==> src/rtl/cl_dram_wr_engine.sv <==
// Performance write generator: streams write_len beats of a replicated 32-bit
// pattern to DDR as 4 KB-safe AXI4 INCR bursts, reporting status and elapsed cycles.
module cl_dram_wr_engine #(
  parameter int MAX_BURST       = 16,
  parameter int MAX_OUTSTANDING = 8
) (
  input  logic         clk,
  input  logic         rst_n,
  input  logic         start,
  input  logic [31:0]  start_addr,
  input  logic [31:0]  write_len,
  input  logic [31:0]  write_val,
  output logic         busy,
  output logic         done,
  output logic         error,
  output logic [31:0]  cycle_cnt,
  output logic [63:0]  awaddr,
  output logic [7:0]   awlen,
  output logic [2:0]   awsize,
  output logic [1:0]   awburst,
  output logic         awvalid,
  input  logic         awready,
  output logic [511:0] wdata,
  output logic [63:0]  wstrb,
  output logic         wlast,
  output logic         wvalid,
  input  logic         wready,
  input  logic [1:0]   bresp,
  input  logic         bvalid,
  output logic         bready
);

  localparam int PW    = (MAX_OUTSTANDING > 1) ? $clog2(MAX_OUTSTANDING) : 1;
  localparam int CW    = PW + 1;
  localparam int DEPTH = 2 ** PW;
  localparam logic [8:0]    MAX_BURST_9 = 9'(MAX_BURST);
  localparam logic [31:0]   MAX_BURST_W = 32'(MAX_BURST);
  localparam logic [CW-1:0] MAX_OUT_W   = CW'(MAX_OUTSTANDING);

  typedef enum logic [1:0] {IDLE, RUN, DONE} state_t;

  state_t        state, next_state;
  logic [31:0]   val_q;
  logic [63:0]   addr_q;
  logic [31:0]   aw_remaining;
  logic [CW-1:0] outstanding;
  logic [8:0]    fifo_mem [DEPTH];
  logic [PW-1:0] wr_ptr, rd_ptr;
  logic [CW-1:0] fifo_cnt;
  logic [8:0]    beat_cnt;
  logic [8:0]    head_beats;
  logic [6:0]    bnd_beats;
  logic [8:0]    rem_clip;
  logic [8:0]    beats;
  logic          aw_hs, w_hs, w_pop, b_hs;
  logic          fifo_full, can_issue, start_run, start_zero;

  assign awsize  = 3'b110;
  assign awburst = 2'b01;
  assign wstrb   = '1;
  assign bready  = 1'b1;
  assign wdata   = {16{val_q}};

  assign head_beats = fifo_mem[rd_ptr];
  assign wvalid     = (fifo_cnt != '0);
  assign wlast      = wvalid && (beat_cnt == head_beats - 9'd1);
  assign fifo_full  = (fifo_cnt == MAX_OUT_W);

  assign aw_hs = awvalid && awready;
  assign w_hs  = wvalid && wready;
  assign w_pop = w_hs && wlast;
  assign b_hs  = bvalid && (state == RUN);

  // Burst size is the smallest of what is left, the burst cap and the room before the next 4 KB page.
  always_comb begin
    bnd_beats = 7'd64 - {1'b0, addr_q[11:6]};
    rem_clip  = (aw_remaining > MAX_BURST_W) ? MAX_BURST_9 : aw_remaining[8:0];
    beats     = (rem_clip > {2'b00, bnd_beats}) ? {2'b00, bnd_beats} : rem_clip;
  end

  assign can_issue = (state == RUN) && !awvalid && (aw_remaining != '0) &&
                     (outstanding < MAX_OUT_W) && !fifo_full;

  always_ff @(posedge clk or negedge rst_n) begin
    if (!rst_n) state <= IDLE;
    else        state <= next_state;
  end

  always_comb begin
    next_state = state;
    busy       = 1'b0;
    start_run  = 1'b0;
    start_zero = 1'b0;
    case (state)
      IDLE: begin
        if (start && (write_len != '0)) begin
          start_run  = 1'b1;
          next_state = RUN;
        end else if (start) begin
          start_zero = 1'b1;
        end
      end
      RUN: begin
        busy = 1'b1;
        if ((aw_remaining == '0) && !awvalid && (fifo_cnt == '0) &&
            ((outstanding == '0) || ((outstanding == CW'(1)) && b_hs)))
          next_state = DONE;
      end
      DONE:    next_state = IDLE;
      default: next_state = IDLE;
    endcase
  end

  always_ff @(posedge clk) begin
    if (aw_hs) fifo_mem[wr_ptr] <= beats;
  end

  // Datapath: the AW request is captured once and held until accepted, so its fields stay stable.
  always_ff @(posedge clk or negedge rst_n) begin
    if (!rst_n) begin
      val_q        <= '0;
      addr_q       <= '0;
      aw_remaining <= '0;
      outstanding  <= '0;
      wr_ptr       <= '0;
      rd_ptr       <= '0;
      fifo_cnt     <= '0;
      beat_cnt     <= '0;
      awvalid      <= 1'b0;
      awaddr       <= '0;
      awlen        <= '0;
      done         <= 1'b0;
      error        <= 1'b0;
      cycle_cnt    <= '0;
    end else if (start_run) begin
      val_q        <= write_val;
      addr_q       <= {32'd0, start_addr & 32'hFFFF_FFC0};
      aw_remaining <= write_len;
      outstanding  <= '0;
      done         <= 1'b0;
      error        <= 1'b0;
      cycle_cnt    <= '0;
    end else if (start_zero) begin
      done      <= 1'b1;
      error     <= 1'b0;
      cycle_cnt <= '0;
    end else begin
      if ((state == RUN) && (cycle_cnt != 32'hFFFF_FFFF))
        cycle_cnt <= cycle_cnt + 32'd1;
      if ((state == RUN) && (next_state == DONE))
        done <= 1'b1;
      if (b_hs && (bresp != 2'b00))
        error <= 1'b1;

      if (aw_hs) begin
        awvalid      <= 1'b0;
        addr_q       <= addr_q + {49'd0, beats, 6'd0};
        aw_remaining <= aw_remaining - {23'd0, beats};
        wr_ptr       <= wr_ptr + PW'(1);
      end else if (can_issue) begin
        awvalid <= 1'b1;
        awaddr  <= addr_q;
        awlen   <= 8'(beats - 9'd1);
      end

      if (w_hs) begin
        if (wlast) begin
          beat_cnt <= '0;
          rd_ptr   <= rd_ptr + PW'(1);
        end else begin
          beat_cnt <= beat_cnt + 9'd1;
        end
      end

      case ({aw_hs, w_pop})
        2'b10:   fifo_cnt <= fifo_cnt + CW'(1);
        2'b01:   fifo_cnt <= fifo_cnt - CW'(1);
        default: fifo_cnt <= fifo_cnt;
      endcase

      case ({aw_hs, b_hs && (outstanding != '0)})
        2'b10:   outstanding <= outstanding + CW'(1);
        2'b01:   outstanding <= outstanding - CW'(1);
        default: outstanding <= outstanding;
      endcase
    end
  end

endmodule

==> config.mk <==
export PLATFORM = sky130hd
export DESIGN_NAME = cl_dram_wr_engine
export DESIGN_NICKNAME = d
export VERILOG_FILES = /design/src/rtl/cl_dram_wr_engine.sv
export SDC_FILE = /design/constraint.sdc
export NUM_CORES = 1
export LEC_CHECK = 0
export CORE_AREA = 2 2 312 314
export DETAILED_ROUTE_END_ITERATION = 16
export DIE_AREA = 0 0 314 316
export PLACE_DENSITY_LB_ADDON = 0.15
export REMOVE_ABC_BUFFERS = 1
export SLEW_MARGIN = 10
export SYNTH_ARGS = -nofsm -noshare
export SYNTH_HDL_FRONTEND = slang
export SYNTH_SLANG_ARGS = --single-unit
==> constraint.sdc <==
create_clock -name clk -period 6.25 [get_ports clk]
set_input_delay 1.875 -clock clk [delete_from_list [all_inputs] [get_ports clk]]
set_output_delay 1.875 -clock clk [all_outputs]
set_load 0.05 [all_outputs]
==> results by group, run 1 <==
Floorplan
  • Die Width: 314 µm
  • Die Height: 316 µm
  • Die ar.: 99200 µm²
  • IO Count: 796
  • Initial Util: 0.208
  • Core ar.: 96000 µm²
  • FP Rows: 114

Yosys
  • Synth cell count leaders: buf_4, dfrtp_1, nand2_1
  • Synth Area per Inst: 9.79 µm²
  • Main flop type after synthesis: dfrtp_1
  • Largest cells by area after synthesis: dfrtp_1, buf_4, edfxtp_1
  • Synth Cell Area: 19900 µm²
  • Yosys warns: 0
  • Mapped Cells: 2035
  • FF+latch count, synth: 320
  • Post-synth EDFFs: 72
  • Area share of the leading cell type in the synthesized netlist: 0.311
  • Synth async-reset ratio: 0.775
  • Library cells used by synthesis: 69
  • Post-synth top area cell: dfrtp_1
  • Count leader, synth: buf_4
  • Seq/Total Area, Yosys: 0.420

STA
  • Final worst slack: 0.327 ns
  • Fin crit share: 0.948
  • Hold Violations, Final: 0
  • Worst Tran Pin Value: 1.12 ns
  • Max Slew Vio Count: 0
  • Setup TNS: 0 ns
  • Clk_skew: 0.0402 ns
  • Slew HR: 0.255
  • Tmin final: 5.92 ns
  • Fin Hold WS: 0.479 ns
  • Final Setup Violations: 0
  • Fmax: 0.169 GHz

Clock tree
  • Clk Latency, worst-skew pair: 0.58 ns
  • CTS clk-pin slew, worst paths: 0.06 ns
  • Clock root buffer: clkbuf_16
  • H-tree levels: 2
  • CTS Sinks: 320
  • Max Buffers Root-to-Sink: 3
  • Hold_buf cts: 0
  • CTS tree: built
  • Num CTS Buffers: 43

Detailed routing
  • DRT Wirelength: 76800 µm
  • DRC viols: 0
  • Via count: 15000
  • DRT Pass-1 Iters: 5
  • 1st-iter DRT viols: 692
  • Routed Antenna Nets: 0
  • Vias per cell: 4.08
  • DR WL/cell: 20.9 µm

Setup path
  • Critical Path Start Type: register
  • CP arrival: 6.35 ns
  • Crit. End Element: register
  • CP required: 6.68 ns
  • R2R depth: 25
  • WS Path Type: reg2reg
  • Crit-path max FO: 9

Placement
  • Final Wtd Congestion: 0.774
  • Post-DP HPWL: 58500 µm
  • Port Buffer Count: 713
  • Place WS: -0.142 ns
  • Placed inst area: 25400 µm²

Global route
  • Met2 usage: 0.255
  • Total GRT Usage: 0.147
  • M1 GR Usage: 0.179
  • Vias in the first global route: 15300
  • Grt total ovfl: 0
  • Global routing met3 resource utilization: 0.0323
  • Largest net degree at the start of global routing: 96
  • Initial antenna violation count: 14
  • First-pass GRT wire length: 107000 µm
  • Busiest grt layer: met2

Flow run
  • Max_cap viols: 0

Final layout
  • Post-layout util: 0.280
  • Nets: 2514
  • Syn-to-layout area delta: 34.7%
  • Share of cells above drive strength 1: 0.117
  • Design Area, Final: 26800 µm²

Status
  • Status: finished, final reports clean

Min path
  • Worst hold stages: 2
  • Hold Path Class: reg2reg

Pwr
  • Leak: 0.0106 µW
  • Power Dens Cells: 327 nW/µm²
  • Worst VDD drop: 0.155 mV
per-layer routing:
layer / up-vias / routed length [µm] / part of all wire
met1: 7426 / 31600 / 0.41
met3: 92 / 4330 / 0.056
li1: 7045 / - / -
met4: 2 / 2000 / 0.026
met2: 482 / 38900 / 0.51
met5: - / 13 / 0.00017
worst max-delay path: stages, from the launching register on:
cell and delay [ns]:
dfrtp_1 0.39, or4_4 0.55, or4_4 0.50, buf_4 0.15
nor4_1 0.27, buf_4 0.19, and3_1 0.16, ha_1 0.25
and3_1 0.22, o21a_1 0.14, o31ai_4 0.21, nand2_2 0.13
buf_4 0.17, mux2_2 0.31, inv_1 0.12, ha_1 0.26
nor2b_2 0.16, o21a_1 0.18, o21ai_1 0.17, a21oi_1 0.13
a31o_2 0.30, and3_1 0.21, buf_12 0.16, and4_1 0.21
a22oi_1 0.14, o31ai_1 0.09
placed cells by master (no fill, tap or decap), types with 6 or more instances in the layout:
master and count:
conb_1 98, ha_1 38, inv_1 52, a22oi_1 9
buf_4 94, and3_1 18, edfxtp_1 72, clkbuf_1 9
nor2_1 102, clkbuf_16 44, a221o_1 15, nor4_1 28
clkbuf_8 7, mux2i_1 16, and2_1 10, o311ai_0 21
mux2_2 51, clkinv_2 6, nor2b_1 8, or3_1 12
a31oi_1 6, o21ai_1 9, nor3_1 40, nand2_1 237
a21o_1 6, o211ai_1 20, xor2_1 42, o21a_1 8
dfrtp_1 247, mux4_2 20, clkdlybuf4s50_1 711, nand4_1 23
xnor2_1 42, nand3_1 57, nand2b_1 12, and4_1 9
o21ai_0 69, a21oi_1 26
area by class of cell:
type / instances / area [µm²]
fill: 10000 / 69200
inverter: 54 / 203
multi-input combinational: 1141 / 7390
clock buffer: 60 / 1230
sequential: 320 / 8370
antenna: 5 / 12.5
timing repair buffer: 809 / 7890
clock inverter: 19 / 143
tap: 1276 / 1600
path summary, 6_finish.rpt:
path | slack, ns | start | end
min in group asynchronous | 1.30 | rst_n | beat_cnt[2]
max reg2reg | 0.33 | aw_remaining[22] | addr_q[30]
max in group asynchronous | 3.82 | rst_n | awaddr[52]
max | 0.33 | aw_remaining[22] | addr_q[30]
min reg2reg | 0.48 | awlen[6] | awlen[6]
min | 0.48 | awlen[6] | awlen[6]
through the flow:
stage | total power (µW) | cells
after floorplan | 4980 | 1515
after global placement | 6300 | 3599
after detailed placement | 6340 | 3599
after CTS | 8880 | 3678
after global routing | 9410 | 3682
final | 8770 | 3684
sequential cells by signal, summed over array words and instances (netlist names):
signal / cells
addr_q: 58
aw_remaining: 32
awaddr: 58
awlen: 8
awvalid: 1
beat_cnt: 9
cycle_cnt: 32
done: 1
error: 1
fifo_cnt: 4
fifo_mem: 72
outstanding: 4
rd_ptr: 3
state: 2
val_q: 32
wr_ptr: 3
kinds of logic (layout without fill, tap and decap cells):
logic type                 Yosys count  in the layout  share of synthesized area
adders and majority gates           41             41                     0.0269
xor gates and xnor gates            84             84                     0.0369
muxes                               87             87                     0.0595
DFF                                320            320                      0.420
AOI/OAI and AO/OA                  237            237                     0.0808
other                                2            103                   0.000377
buffers and inverters              670            942                      0.234
and+or+nand+nor                    594            594                      0.142
power breakdown:
part / switching, µW / internal [µW]
clock network: 1010 / 1420
registers: 311 / 2540
logic: 2010 / 1480
total: 3330 / 5440
timing repair:
action                                  CTS  global route
endpoints found under the setup margin   25            70
gates resized for setup                   4            29
buffers inserted                          0             1
pin swaps                                 0             6
No activity file was read; power rests on OpenSTA's default activity.
==> inputs of run 2 (changes only) <==
--- a/config.mk
+++ b/config.mk
@@ -8,6 +8,7 @@
 export CORE_AREA = 2 2 312 314
 export DETAILED_ROUTE_END_ITERATION = 16
 export DIE_AREA = 0 0 314 316
+export HOLD_SLACK_MARGIN = 0.1
 export PLACE_DENSITY_LB_ADDON = 0.15
 export REMOVE_ABC_BUFFERS = 1
 export SLEW_MARGIN = 10
==> results of run 2 <==
The final DEF is identical to that of run 1; final timing and power are the same.
